[src/rtl/bram_rmw_scheduler.sv]
`default_nettype none
// ============================================================================
//  Module      : bram_rmw_scheduler
//  Description : Owns both ports of one dual-port feature-map BRAM and
//                serialises two requesters onto it through a 4-stage pipeline.
//                  U : read-modify-write updates, mem[addr] += delta
//                  R : reads, optionally clear-on-read (writes 0 back)
//                Port A only reads, port B only writes; one op per cycle.
//  Ports       : clk, rst                        clock, sync active-high reset
//                upd_valid/ready/addr/delta      update request channel
//                rd_valid/ready/addr/clear       read request channel
//                rd_resp_valid/rd_resp_data      read response (pre-clear word)
//                busy                            any pipeline stage occupied
//                bram_*_a / bram_*_b             BRAM port A (read), B (write)
//  Revision    : 1.0  initial release
// ============================================================================
module bram_rmw_scheduler #(
    parameter int DATA_WIDTH = 16,
    parameter int ADDR_WIDTH = 10,
    parameter int SATURATE   = 1
) (
    input  logic                  clk,
    input  logic                  rst,
    input  logic                  upd_valid,
    output logic                  upd_ready,
    input  logic [ADDR_WIDTH-1:0] upd_addr,
    input  logic [DATA_WIDTH-1:0] upd_delta,
    input  logic                  rd_valid,
    output logic                  rd_ready,
    input  logic [ADDR_WIDTH-1:0] rd_addr,
    input  logic                  rd_clear,
    output logic                  rd_resp_valid,
    output logic [DATA_WIDTH-1:0] rd_resp_data,
    output logic                  busy,
    output logic                  bram_en_a,
    output logic                  bram_we_a,
    output logic [ADDR_WIDTH-1:0] bram_addr_a,
    output logic [DATA_WIDTH-1:0] bram_data_in_a,
    input  logic [DATA_WIDTH-1:0] bram_data_out_a,
    output logic                  bram_en_b,
    output logic                  bram_we_b,
    output logic [ADDR_WIDTH-1:0] bram_addr_b,
    output logic [DATA_WIDTH-1:0] bram_data_in_b,
    input  logic [DATA_WIDTH-1:0] bram_data_out_b
);

    localparam logic [DATA_WIDTH-1:0] c_max = {1'b0, {(DATA_WIDTH-1){1'b1}}};
    localparam logic [DATA_WIDTH-1:0] c_min = {1'b1, {(DATA_WIDTH-1){1'b0}}};

    // Stage S1: BRAM read issued. Stage S2: read data returns, new value built.
    logic                  r_s1_valid, r_s1_wr, r_s1_upd;
    logic [ADDR_WIDTH-1:0] r_s1_addr;
    logic [DATA_WIDTH-1:0] r_s1_delta;
    logic                  r_s2_valid, r_s2_wr, r_s2_upd;
    logic [ADDR_WIDTH-1:0] r_s2_addr;
    logic [DATA_WIDTH-1:0] r_s2_delta;
    // Stage S3: registered write strobe and response.
    logic                  r_s3_valid;
    logic                  r_we_b;
    logic [ADDR_WIDTH-1:0] r_addr_b;
    logic [DATA_WIDTH-1:0] r_data_b;
    logic                  r_resp_valid;
    logic [DATA_WIDTH-1:0] r_resp_data;
    // Round-robin pointer: 1 when R was granted last, 0 when U was.
    logic                  r_last_r;

    logic w_upd_haz, w_rd_haz, w_upd_elig, w_rd_elig;
    logic w_grant_u, w_grant_r, w_acc_u, w_acc_r, w_acc;
    logic [DATA_WIDTH-1:0] w_upd_new, w_new;
    logic w_unused_ok;

    // Only writing ops in S1/S2 can race a new read; an S3 write commits
    // at the end of this cycle, before a newly accepted op reads in S1.
    assign w_upd_haz = (r_s1_wr && (r_s1_addr == upd_addr)) ||
                       (r_s2_wr && (r_s2_addr == upd_addr));
    assign w_rd_haz  = (r_s1_wr && (r_s1_addr == rd_addr)) ||
                       (r_s2_wr && (r_s2_addr == rd_addr));

    assign w_upd_elig = upd_valid && !w_upd_haz;
    assign w_rd_elig  = rd_valid  && !w_rd_haz;

    // On contention grant whichever requester was not served last.
    assign w_grant_u = w_upd_elig && (!w_rd_elig ||  r_last_r);
    assign w_grant_r = w_rd_elig  && (!w_upd_elig || !r_last_r);

    // An accept in a reset cycle would be dropped, so no handshake is offered.
    assign upd_ready = w_grant_u && !rst;
    assign rd_ready  = w_grant_r && !rst;

    assign w_acc_u = upd_valid && upd_ready;
    assign w_acc_r = rd_valid  && rd_ready;
    assign w_acc   = w_acc_u || w_acc_r;

    generate
        if (SATURATE != 0) begin : g_sat
            logic [DATA_WIDTH:0] w_sum;
            assign w_sum = {bram_data_out_a[DATA_WIDTH-1], bram_data_out_a} +
                           {r_s2_delta[DATA_WIDTH-1], r_s2_delta};
            // Overflow shows as the two top bits of the extended sum differing.
            always_comb begin
                w_upd_new = w_sum[DATA_WIDTH-1:0];
                if (w_sum[DATA_WIDTH] != w_sum[DATA_WIDTH-1]) begin
                    w_upd_new = w_sum[DATA_WIDTH] ? c_min : c_max;
                end
            end
        end else begin : g_wrap
            assign w_upd_new = bram_data_out_a + r_s2_delta;
        end
    endgenerate

    assign w_new = r_s2_upd ? w_upd_new : '0;

    always_ff @(posedge clk) begin
        if (rst) begin
            r_s1_valid   <= 1'b0;
            r_s1_wr      <= 1'b0;
            r_s1_upd     <= 1'b0;
            r_s1_addr    <= '0;
            r_s1_delta   <= '0;
            r_s2_valid   <= 1'b0;
            r_s2_wr      <= 1'b0;
            r_s2_upd     <= 1'b0;
            r_s2_addr    <= '0;
            r_s2_delta   <= '0;
            r_s3_valid   <= 1'b0;
            r_we_b       <= 1'b0;
            r_addr_b     <= '0;
            r_data_b     <= '0;
            r_resp_valid <= 1'b0;
            r_resp_data  <= '0;
            r_last_r     <= 1'b0;
        end else begin
            r_s1_valid <= w_acc;
            r_s1_wr    <= w_acc_u || (w_acc_r && rd_clear);
            if (w_acc) begin
                r_s1_upd   <= w_acc_u;
                r_s1_addr  <= w_acc_u ? upd_addr : rd_addr;
                r_s1_delta <= upd_delta;
            end

            r_s2_valid <= r_s1_valid;
            r_s2_wr    <= r_s1_wr;
            if (r_s1_valid) begin
                r_s2_upd   <= r_s1_upd;
                r_s2_addr  <= r_s1_addr;
                r_s2_delta <= r_s1_delta;
            end

            r_s3_valid   <= r_s2_valid;
            r_we_b       <= r_s2_valid && r_s2_wr;
            r_resp_valid <= r_s2_valid && !r_s2_upd;
            if (r_s2_valid && r_s2_wr) begin
                r_addr_b <= r_s2_addr;
                r_data_b <= w_new;
            end
            if (r_s2_valid && !r_s2_upd) begin
                r_resp_data <= bram_data_out_a;
            end

            if (w_acc_u) begin
                r_last_r <= 1'b0;
            end else if (w_acc_r) begin
                r_last_r <= 1'b1;
            end
        end
    end

    assign busy           = r_s1_valid || r_s2_valid || r_s3_valid;
    assign bram_en_a      = r_s1_valid;
    assign bram_we_a      = 1'b0;
    assign bram_addr_a    = r_s1_addr;
    assign bram_data_in_a = '0;
    assign bram_en_b      = r_we_b;
    assign bram_we_b      = r_we_b;
    assign bram_addr_b    = r_addr_b;
    assign bram_data_in_b = r_data_b;
    assign rd_resp_valid  = r_resp_valid;
    assign rd_resp_data   = r_resp_data;

    // Port B read data has no consumer.
    assign w_unused_ok = ^bram_data_out_b;

endmodule
`default_nettype wire

[config.mk]
export PLATFORM = sky130hd
export DESIGN_NAME = bram_rmw_scheduler
export DESIGN_NICKNAME = d
export VERILOG_FILES = /design/src/rtl/bram_rmw_scheduler.sv
export SDC_FILE = /design/constraint.sdc
export NUM_CORES = 1
export LEC_CHECK = 0
export BUFFER_PORTS_ARGS = -buffer_cell sky130_fd_sc_hd__buf_2
export CAP_MARGIN = 20
export CORE_AREA = 2 2 105 107
export DETAILED_ROUTE_END_ITERATION = 10
export DIE_AREA = 0 0 107 109
export PLACE_DENSITY = 0.77
export SLEW_MARGIN = 0
export SYNTH_ARGS = -nofsm -noshare
export SYNTH_HDL_FRONTEND = slang
export SYNTH_SLANG_ARGS = --single-unit
[constraint.sdc]
create_clock -name clk -period 6 [get_ports clk]
set_input_delay 0.6 -clock clk [delete_from_list [all_inputs] [get_ports clk]]
set_output_delay 0.6 -clock clk [all_outputs]
set_load 0.01 [all_outputs]
==> results of run 1 <==
## power groups by stage
stage / registers (µW) / logic [µW] / clock network, µW
after floorplan: 756 / 157 / 0
after global placement: 762 / 208 / 0
after detailed placement: 763 / 214 / 0
after CTS: 747 / 215 / 452
after global routing: 751 / 239 / 477
final: 747 / 216 / 445
## state kept, by name (all words and copies together) (netlist names)
register,flops
bram_addr_a,10
r_s3_valid,1
r_s2_delta,16
r_s2_upd,1
r_s1_delta,16
r_s1_upd,1
bram_data_in_b,16
bram_en_a,1
r_s1_wr,1
bram_en_b,1
rd_resp_valid,1
r_s2_addr,10
rd_resp_data,16
bram_addr_b,10
r_s2_valid,1
r_s2_wr,1
r_last_r,1
## metal layers
layer / routed length, µm / up-vias
met3: 780 / 20
met5: 0 / -
met1: 5540 / 2083
met4: 231 / 0
li1: - / 2197
met2: 5910 / 159
## area by class of cell
class | instances | area, µm² | area share
multi-input combinational | 446 | 2900 | 0.486
sequential | 104 | 2080 | 0.349
timing repair buffer | 118 | 602 | 0.101
tap | 140 | 175 | 0.0293
clock buffer | 11 | 141 | 0.0237
clock inverter | 5 | 56.3 | 0.00943
inverter | 2 | 7.51 | 0.00126
antenna | 1 | 2.50 | 0.000419
## cell families (layout without fill, tap and decap cells)
kind of cell / Yosys count / after routing / share of synthesized area
other: 1 / 18 / 0.000721
xor gates and xnor gates: 50 / 50 / 0.0842
DFF: 104 / 104 / 0.400
muxes: 53 / 53 / 0.102
buffers and inverters: 50 / 136 / 0.0529
and+or+nand+nor: 198 / 198 / 0.174
adders and majority gates: 17 / 17 / 0.0424
AOI/OAI and AO/OA: 111 / 111 / 0.143
## synthesized netlist by cell type, drive strengths merged, types with 2 or more instances
| library cell | instances |
|---|---|
| buf | 29 |
| a211oi | 18 |
| a31oi | 3 |
| nand3 | 10 |
| nand2 | 82 |
| ha | 16 |
| and2 | 4 |
| a21oi | 46 |
| o31ai | 2 |
| clkbuf | 19 |
| nor2b | 7 |
| nor2 | 62 |
| xor2 | 6 |
| xnor2 | 44 |
| nand4 | 9 |
| o31a | 2 |
| o21a | 2 |
| o211ai | 2 |
| a21o | 5 |
| a21boi | 2 |
| nor4 | 7 |
| o21ai | 14 |
| or3 | 4 |
| inv | 2 |
| mux2i | 53 |
| dfxtp | 104 |
| nor3 | 5 |
| a221oi | 7 |
## metrics by stage
stage	worst slack [ns]	instances	total power [µW]	hold WS (ns)	area [µm²]
2_1_floorplan	3.02	600	913	0.436	5260
3_3_place_gp	2.73	809	970	0.432	5760
3_5_place_dp	2.55	810	977	0.444	5770
4_1_cts	2.80	826	1420	0.405	5970
5_1_grt	2.64	827	1470	0.441	5970
6_report	2.82	827	1410	0.423	5970
## path summary, 6_finish.rpt
check	endpoint	startpoint	cells after the start	slack, ns
hold reg to reg	bram_addr_b[4]$_SDFFE_PP0P_	bram_addr_b[4]$_SDFFE_PP0P_	2	0.46
setup reg to reg	bram_data_in_b[4]$_SDFFE_PP0P_	r_s2_delta[0]$_SDFFE_PP0P_	9	2.86
hold / removal	r_s1_wr$_SDFF_PP0_	rd_clear	3	0.42
setup / recovery	rd_ready	bram_addr_a[1]$_SDFFE_PP0P_	6	2.82
## critical path, cell delays in order, from the launching register on
cell and delay, ns:
dfxtp_1 0.45, xnor2_1 0.15, nand4_1 0.11, or3_1 0.40, a31oi_1 0.22, and2_1 0.61, buf_2 0.25
==> impl_metrics.env, run 1 <==
export IMPL_fin_worst_skew_ns=0.00996
export IMPL_hold_violations=0
export IMPL_fin_crit_sh=0.529
export IMPL_synth_seq_cells=104
export IMPL_ios=149
export IMPL_met1_usage=0.285
export IMPL_first_pass_iters=4
export IMPL_vias=4459
export IMPL_synth_ff_type="dfxtp_1"
export IMPL_synth_top_area_frac=0.400
export IMPL_syn_to_final_growth_pct=14.8
export IMPL_clk_pin_slew_ns=0.09
export IMPL_ant_nets=0
export IMPL_worstPathArrival_ns=2.58
export IMPL_post_cts_resized=0
export IMPL_cts_root_buf="clkbuf_8"
export IMPL_routed_wl_um=12500
export IMPL_tns_ns=0
export IMPL_maxCapViolCount=0
export IMPL_power_frac_comb=0.153
export IMPL_cts_tree="yes"
export IMPL_drv_slew=0
export IMPL_clkPwrFrac=0.316
export IMPL_cts_buffer_depth=2
export IMPL_cts_buffers_inserted=9
export IMPL_post_drt_wl_per_cell_um=15.1
export IMPL_holdCritPathClass="primary input to flop"
export IMPL_cts_hold_buf=0
export IMPL_start_kind="flop"
export IMPL_synthCells=584
export IMPL_die_width_um=107
export IMPL_grt_busiest_layer="met2"
export IMPL_antenna_found_initial=1
export IMPL_async_reset_ff_frac=0
export IMPL_switching_share=0.277
export IMPL_final_core_util=0.563
export IMPL_post_cts_repair_setup_buffers=0
export IMPL_required_ns=5.40
export IMPL_maxSlewHeadroom=0.338
export IMPL_cts_sinks=104
export IMPL_synth_edf_count=0
export IMPL_synth_top_area_cell="dfxtp_1"
export IMPL_gr_usage_met2=0.357
export IMPL_grt_pass1_vias=4119
export IMPL_dp_hpwl_um=9300
export IMPL_drive_gt1_frac=0.214
export IMPL_seq_area_frac_synth=0.400
export IMPL_finalNetCount=771
export IMPL_final_cell_mix="buf_2, dfxtp_1, nand2_1, nor2_1, mux2i_1"
export IMPL_clock_fmax_mhz=315
export IMPL_met3_usage=0.0490
export IMPL_start_util=0.490
export IMPL_drcViolationCount=0
export IMPL_grt_overflow_total=0
export IMPL_place_port_buffers=115
export IMPL_globalRouteTotalUtil=0.218
export IMPL_die_height_um=109
export IMPL_ir_drop_uv=135
export IMPL_p_seq_frac=0.531
export IMPL_yosys_warnings=0
export IMPL_viasPerCell=5.39
export IMPL_mostFrequentLayoutCell="buf_2"
export IMPL_fp_dieArea_mm2=0.0117
export IMPL_synthTopCellsByArea="dfxtp_1, mux2i_1, xnor2_1"
export IMPL_endpoint_kind="output pin"
export IMPL_worst_slew_pin_slew_ns=0.993
export IMPL_crit_type="flop to output pin"
export IMPL_netlist_area_mm2=0.00520
export IMPL_period_needed_ns=3.18
export IMPL_p_leak_uw=0.00253
export IMPL_rsz0062_at_grt="no"
export IMPL_grt_pass1_wl_um=20000
export IMPL_drtIter0Drc=222
export IMPL_cts_max_level=3
export IMPL_gp_congestion=0.922
export IMPL_power_density_mw_per_mm2=236
export IMPL_fill_cells=959
export IMPL_worstPathMaxFanout=12
export IMPL_core_area_mm2=0.0106
export IMPL_core_rowCount=38
export IMPL_clk_latency_ns=0.38
export IMPL_status="finished, final reports clean"
export IMPL_syn_avg_cell_area_um2=8.90
export IMPL_switchingPower_uw=390
export IMPL_synth_distinct_cells=56
export IMPL_internal_power_uw=1020
export IMPL_grt_max_degree=98
export IMPL_setup_viol=0
Note: power is estimated with default switching activity, not from simulation.
==> run 2: changes to the inputs <==
--- a/config.mk
+++ b/config.mk
@@ -7,10 +7,10 @@
 export LEC_CHECK = 0
 export BUFFER_PORTS_ARGS = -buffer_cell sky130_fd_sc_hd__buf_2
 export CAP_MARGIN = 20
-export CORE_AREA = 2 2 105 107
+export CORE_AREA = 2 2 109 111
 export DETAILED_ROUTE_END_ITERATION = 10
-export DIE_AREA = 0 0 107 109
-export PLACE_DENSITY = 0.77
+export DIE_AREA = 0 0 111 113
+export PLACE_DENSITY = 0.75
 export SLEW_MARGIN = 0
 export SYNTH_ARGS = -nofsm -noshare
 export SYNTH_HDL_FRONTEND = slang
==> constraint.sdc (replaced) <==
create_clock -name clk -period 2.6 [get_ports clk]
set_input_delay 0.26 -clock clk [delete_from_list [all_inputs] [get_ports clk]]
set_output_delay 0.26 -clock clk [all_outputs]
set_load 0.01 [all_outputs]
==> run 2 against run 1 <==
Against the previous run: the run now ends with negative setup slack left; utilization up 1.6 points; global-route usage down 0.55 points; first-iteration DRC count up 14%; clock-buffer cell count down 2; worst setup slack worse by 2.9 ns; sequential power up 130%; sequential cell count unchanged; combinational power rose to 2.6 times the previous value; die area up 7.5%; clock skew down 0.00098 ns; sequential share of layout area down 2.9 points; worst hold slack worse by 0.31 ns; critical endpoint is now bram_data_in_b[3]$_SDFFE_PP0P_.
==> impl_metrics.env, run 2 (synthesis results as in run 1) <==
export IMPL_status="complete, but fails checks"
export IMPL_failed_checks="negative setup slack"
export IMPL_drtIter0Drc=253
export IMPL_syn_to_final_growth_pct=25.6
export IMPL_routed_top_layer="met4"
export IMPL_dp_hpwl_um=10000
export IMPL_cts_tree="yes"
export IMPL_viasPerCell=5.36
export IMPL_fin_crit_sh=1.03
export IMPL_route_met2_wl_um=6590
export IMPL_drv_slew=0
export IMPL_power_density_mw_per_mm2=580
export IMPL_hold_violations=0
export IMPL_required_ns=2.86
export IMPL_worstPathArrival_ns=2.93
export IMPL_core_rowCount=39
export IMPL_maxSlewHeadroom=0.506
export IMPL_cts_root_buf="clkbuf_16"
export IMPL_dr_wl_met3_um=883
export IMPL_final_cell_mix="buf_2, dfxtp_1, nand2_1, nor2_1, mux2i_1"
export IMPL_cts_buffer_depth=2
export IMPL_grt_pass1_vias=4401
export IMPL_post_drt_wl_per_cell_um=16.3
export IMPL_clock_fmax_mhz=375
export IMPL_setup_worst_path_start="r_s2_delta[0]$_SDFFE_PP0P_"
export IMPL_cts_hold_buf=0
export IMPL_regArea_mm2=0.00209
export IMPL_die_width_um=111
export IMPL_start_kind="flop"
export IMPL_min_path_cells=3
export IMPL_crit_type="flop to flop"
export IMPL_worstSetupEndpoint="bram_data_in_b[3]$_SDFFE_PP0P_"
export IMPL_final_area_mm2=0.00653
export IMPL_worst_hold_slack_ns=0.111
export IMPL_worstPathMaxFanout=5
export IMPL_r2r_cells=11
export IMPL_start_util=0.461
export IMPL_core_area_mm2=0.0113
export IMPL_endpoint_kind="flop"
export IMPL_p_leak_uw=0.00276
export IMPL_place_area_mm2=0.00592
export IMPL_setup_viol=14
export IMPL_drcViolationCount=0
export IMPL_maxCapViolCount=0
export IMPL_r2r_start="r_s2_delta[0]$_SDFFE_PP0P_"
export IMPL_fin_worst_skew_ns=0.00897
export IMPL_grt_overflow_total=0
export IMPL_mostFrequentLayoutCell="buf_2"
export IMPL_die_height_um=113
export IMPL_fill_cells=996
export IMPL_antenna_cells=0
export IMPL_routed_wl_um=13900
export IMPL_gp_congestion=0.941
export IMPL_finalNetCount=798
export IMPL_fp_dieArea_mm2=0.0125
export IMPL_clk_latency_ns=0.35
export IMPL_drive_gt1_frac=0.292
export IMPL_globalRouteTotalUtil=0.213
export IMPL_drt_met1_wl_um=5960
export IMPL_antenna_found_initial=0
export IMPL_ant_nets=0
export IMPL_vias=4589
export IMPL_period_needed_ns=2.67
export IMPL_final_setup_worst_slack_ns=-0.0690
export IMPL_ir_drop_uv=419
export IMPL_cts_sinks=104
export IMPL_multiInputGateArea_mm2=0.00309
export IMPL_clk_pin_slew_ns=0.07
export IMPL_final_core_util=0.579
export IMPL_holdCritPathClass="primary input to flop"
export IMPL_cts_max_level=3
export IMPL_grt_pass1_wl_um=21600
export IMPL_first_pass_iters=7
export IMPL_worst_slew_pin_slew_ns=0.732
export IMPL_cts_buffers_inserted=9
export IMPL_grt_max_degree=66
export IMPL_place_port_buffers=115
export IMPL_r2r_setup_slack_ns=-0.07
export IMPL_r2r_end="bram_data_in_b[3]$_SDFFE_PP0P_"
export IMPL_ios=149
export IMPL_rsz0062_at_grt="yes"
run 2: cell types whose count changed in the layout (fill, tap and decap cells not counted), sizes merged:
| cell | change |
|---|---|
| clkbuf | -2 |
| buf | +27 |
| bufinv | +1 |
| clkinv | -2 |
| diode | -1 |
| inv | +3 |
run 2: per-layer routing:
layer  GRT usage  up-vias
li1            -     2248
met1       0.273     2122
met2       0.351      185
met3      0.0391       34
met4      0.0967        0
met5           0        -
run 2: how the worst min path moves through the flow:
stage / startpoint / end / slack [ns]
4_1_cts: rd_clear / r_s1_wr$_SDFF_PP0_ / 0.11
3_3_place_gp: bram_data_in_b[0]$_SDFFE_PP0P_ / bram_data_in_b[0]$_SDFFE_PP0P_ / 0.43
3_5_place_dp: bram_data_in_b[2]$_SDFFE_PP0P_ / bram_data_in_b[2]$_SDFFE_PP0P_ / 0.44
5_1_grt: rd_clear / r_s1_wr$_SDFF_PP0_ / 0.13
6_report: rd_clear / r_s1_wr$_SDFF_PP0_ / 0.11
2_1_floorplan: rd_clear / r_s1_wr$_SDFF_PP0_ / 0.37
run 2: stage by stage:
stage          setup WS [ns]  power [µW]  setup TNS (ns)  instances
4_1_cts              -0.0332        3780          -0.235        853
5_1_grt               -0.176        3930           -1.78        856
3_5_place_dp          -0.191        2280           -2.45        831
6_report             -0.0690        3780          -0.450        856
3_3_place_gp         -0.0624        2260          -0.839        831
2_1_floorplan         0.0131        2110               0        600
run 2: area by class of cell:
| cell class | instances | area share |
|---|---|---|
| multi-input cells | 446 | 0.474 |
| flip-flops and latches | 104 | 0.320 |
| repair buffers | 145 | 0.127 |
| clock buffers | 9 | 0.0345 |
| well taps | 143 | 0.0274 |
| clock inverters | 7 | 0.0155 |
| inverters | 2 | 0.00115 |
run 2: timing repair:
item | CTS | global route
buffers inserted | 6 | 3
resized for setup | 30 | 24
endpoints found under the setup margin | 15 | 18
pin swaps | 16 | 16
endpoints found under the hold margin | 0 | 0
run 2: where the power goes:
| group | total (µW) | switching, µW | internal [µW] |
|---|---|---|---|
| registers | 1720 | 68.4 | 1660 |
| clock network | 1500 | 641 | 856 |
| logic | 563 | 308 | 256 |
run 2: worst max-delay path, cell delays in order (launching register included):
cell and delay, ns:
dfxtp_2 0.34, ha_4 0.16, fa_2 0.36, a211oi_4 0.29, o21ai_2 0.13, a2111oi_4 0.38, nor2_2 0.08, buf_6 0.13
nor3b_4 0.25, nor3_4 0.07, buf_6 0.15, a221oi_2 0.22
==> run 3: changes to the inputs <==
--- a/config.mk
+++ b/config.mk
@@ -7,10 +7,12 @@
 export LEC_CHECK = 0
 export BUFFER_PORTS_ARGS = -buffer_cell sky130_fd_sc_hd__buf_2
 export CAP_MARGIN = 20
-export CORE_AREA = 2 2 109 111
+export CELL_PAD_IN_SITES_DETAIL_PLACEMENT = 1
+export CELL_PAD_IN_SITES_GLOBAL_PLACEMENT = 2
+export CORE_AREA = 2 2 140 142
 export DETAILED_ROUTE_END_ITERATION = 10
-export DIE_AREA = 0 0 111 113
-export PLACE_DENSITY = 0.75
+export DIE_AREA = 0 0 142 144
+export PLACE_DENSITY_LB_ADDON = 0.1
 export SLEW_MARGIN = 0
 export SYNTH_ARGS = -nofsm -noshare
 export SYNTH_HDL_FRONTEND = slang
==> run 3 against run 2 <==
Against the previous run: the run still ends with negative setup slack left; worst setup slack improved by 0.035 ns; via count fell by 1.8%; worst hold slack got worse by 0.0030 ns; combinational power rose by 2%; register-to-register slack improved by 0.03 ns; sequential share of layout area fell by 0.52 points; power fell by 0.87%; sequential cell count did not move; sequential power barely moved; final area rose by 2.0%; die area rose by 63%; clock power fell by 3%; critical endpoint unchanged; largest power group unchanged.
==> impl_metrics.env, run 3 (synthesis results as in run 1) <==
export IMPL_status="complete, but fails checks"
export IMPL_failed_checks="negative setup slack"
export IMPL_dp_hpwl_um=12200
export IMPL_fin_crit_sh=1.01
export IMPL_clkPwrFrac=0.388
export IMPL_core_rowCount=51
export IMPL_cts_sinks=104
export IMPL_crit_type="flop to flop"
export IMPL_placedCellCount=940
export IMPL_die_width_um=142
export IMPL_cts_buffer_depth=2
export IMPL_rsz0062_at_grt="yes"
export IMPL_antenna_found_initial=0
export IMPL_drcViolationCount=0
export IMPL_maxSlewHeadroom=0.501
export IMPL_worst_hold_slack_ns=0.108
export IMPL_final_area_mm2=0.00666
export IMPL_drive_gt1_frac=0.296
export IMPL_core_area_mm2=0.0191
export IMPL_ios=149
export IMPL_p_leak_uw=0.00280
export IMPL_drtIter0Drc=114
export IMPL_viasPerCell=4.69
export IMPL_gp_congestion=0.821
export IMPL_switchingPower_uw=1010
export IMPL_cts_tree="yes"
export IMPL_first_pass_iters=4
export IMPL_die_height_um=144
export IMPL_post_drt_wl_per_cell_um=16.3
export IMPL_required_ns=2.86
export IMPL_worstPathArrival_ns=2.90
export IMPL_antenna_cells=0
export IMPL_start_kind="flop"
export IMPL_vias=4507
export IMPL_worst_slew_pin_slew_ns=0.749
export IMPL_r2r_setup_slack_ns=-0.03
export IMPL_drv_slew=0
export IMPL_r2r_end="bram_data_in_b[3]$_SDFFE_PP0P_"
export IMPL_grt_overflow_total=0
export IMPL_final_setup_worst_slack_ns=-0.0343
export IMPL_tns_ns=-0.126
export IMPL_routed_wl_um=15700
export IMPL_mostFrequentLayoutCell="buf_2"
export IMPL_setup_viol=8
export IMPL_holdCritPathClass="primary input to flop"
export IMPL_hold_violations=0
export IMPL_start_util=0.272
export IMPL_cts_max_level=3
export IMPL_cts_buffers_inserted=9
export IMPL_ir_drop_uv=304
export IMPL_internal_power_uw=2750
export IMPL_r2r_cells=11
export IMPL_maxCapViolCount=0
export IMPL_period_needed_ns=2.63
export IMPL_clock_fmax_mhz=380
export IMPL_stdcell_count=961
export IMPL_power_density_mw_per_mm2=563
export IMPL_grt_pass1_vias=4568
export IMPL_power_total_uw=3750
export IMPL_fp_dieArea_mm2=0.0204
export IMPL_power_frac_comb=0.152
export IMPL_finalNetCount=808
export IMPL_place_port_buffers=115
export IMPL_switching_share=0.268
export IMPL_grt_pass1_wl_um=24600
export IMPL_clk_pin_slew_ns=0.07
export IMPL_p_seq_frac=0.459
export IMPL_hp_start="rd_clear"
export IMPL_ant_nets=0
export IMPL_syn_to_final_growth_pct=28.1
export IMPL_final_cell_mix="buf_2, dfxtp_1, nand2_1, nor2_1, mux2i_1"
export IMPL_fin_worst_skew_ns=0.00837
export IMPL_cts_root_buf="clkbuf_16"
export IMPL_r2r_start="r_s2_delta[0]$_SDFFE_PP0P_"
export IMPL_clk_latency_ns=0.36
export IMPL_place_area_mm2=0.00614
export IMPL_worstPathMaxFanout=6
export IMPL_globalRouteTotalUtil=0.157
export IMPL_min_path_cells=3
export IMPL_cts_hold_buf=0
export IMPL_hold_end="r_s1_wr$_SDFF_PP0_"
export IMPL_endpoint_kind="flop"
export IMPL_grt_max_degree=90
==> run 3: cell type report <==
class                           count  area (µm²)
Multi-Input combinational cell    446        3040
Sequential cell                   104        2100
Timing Repair Buffer              155         900
Tap cell                          238         298
Clock buffer                       12         267
Clock inverter                      4        48.8
Inverter                            2        7.51
Fill cell                        2259       12400
==> run 3: how the worst max path moves through the flow <==
stage,endpoint,cells after the start,slack [ns],startpoint
after CTS,bram_data_in_b[3]$_SDFFE_PP0P_,11,-0.04,r_s2_delta[0]$_SDFFE_PP0P_
after global placement,bram_data_in_b[2]$_SDFFE_PP0P_,11,-0.14,bram_data_out_a[0]
after global routing,bram_data_in_b[5]$_SDFFE_PP0P_,11,-0.20,r_s2_delta[0]$_SDFFE_PP0P_
final,bram_data_in_b[3]$_SDFFE_PP0P_,11,-0.03,r_s2_delta[0]$_SDFFE_PP0P_
after detailed placement,bram_data_in_b[3]$_SDFFE_PP0P_,10,-0.18,bram_data_out_a[0]
after floorplan,bram_data_in_b[13]$_SDFFE_PP0P_,9,0.01,r_s2_delta[0]$_SDFFE_PP0P_
==> run 3: worst max-delay path, cell delays in order, from the launching register on <==
cell	delay [ns]
dfxtp_4	0.36
ha_4	0.16
fa_2	0.39
a211oi_2	0.24
o21ai_2	0.12
a2111oi_4	0.37
nor2_2	0.08
buf_6	0.13
nor3b_4	0.25
nor3_4	0.06
buf_6	0.15
a221oi_2	0.22
==> run 3: power groups by stage <==
stage / Sequential (µW) / Clock [µW] / Combinational [µW]
after floorplan: 1750 / 0 / 362
after global placement: 1760 / 0 / 549
after detailed placement: 1760 / 0 / 557
after CTS: 1720 / 1520 / 576
after global routing: 1730 / 1570 / 637
final: 1720 / 1460 / 572
==> run 3: timing repair <==
| action | in CTS | in global routing |
|---|---|---|
| pin swaps | 19 | 6 |
| resized for setup | 28 | 18 |
| endpoints found under the setup margin | 17 | 18 |
| setup buffers | 5 | 0 |
| cloned | 0 | 0 |
| hold endpoints to repair | 0 | 0 |
==> run 3: stage by stage <==
step,utilization,setup WS [ns]
2_1_floorplan,-,0.0131
3_3_place_gp,0.322,-0.138
3_5_place_dp,0.322,-0.183
4_1_cts,0.346,-0.0436
5_1_grt,0.349,-0.199
6_report,0.349,-0.0343
==> run 3: routing by layer <==
metal  GRT usage  up-vias  part of all wire
met2       0.266       83              0.49
met4      0.0637        0             0.019
met3      0.0242       15             0.031
li1            -     2281                 -
met5           0        -                 0
met1       0.200     2128              0.46
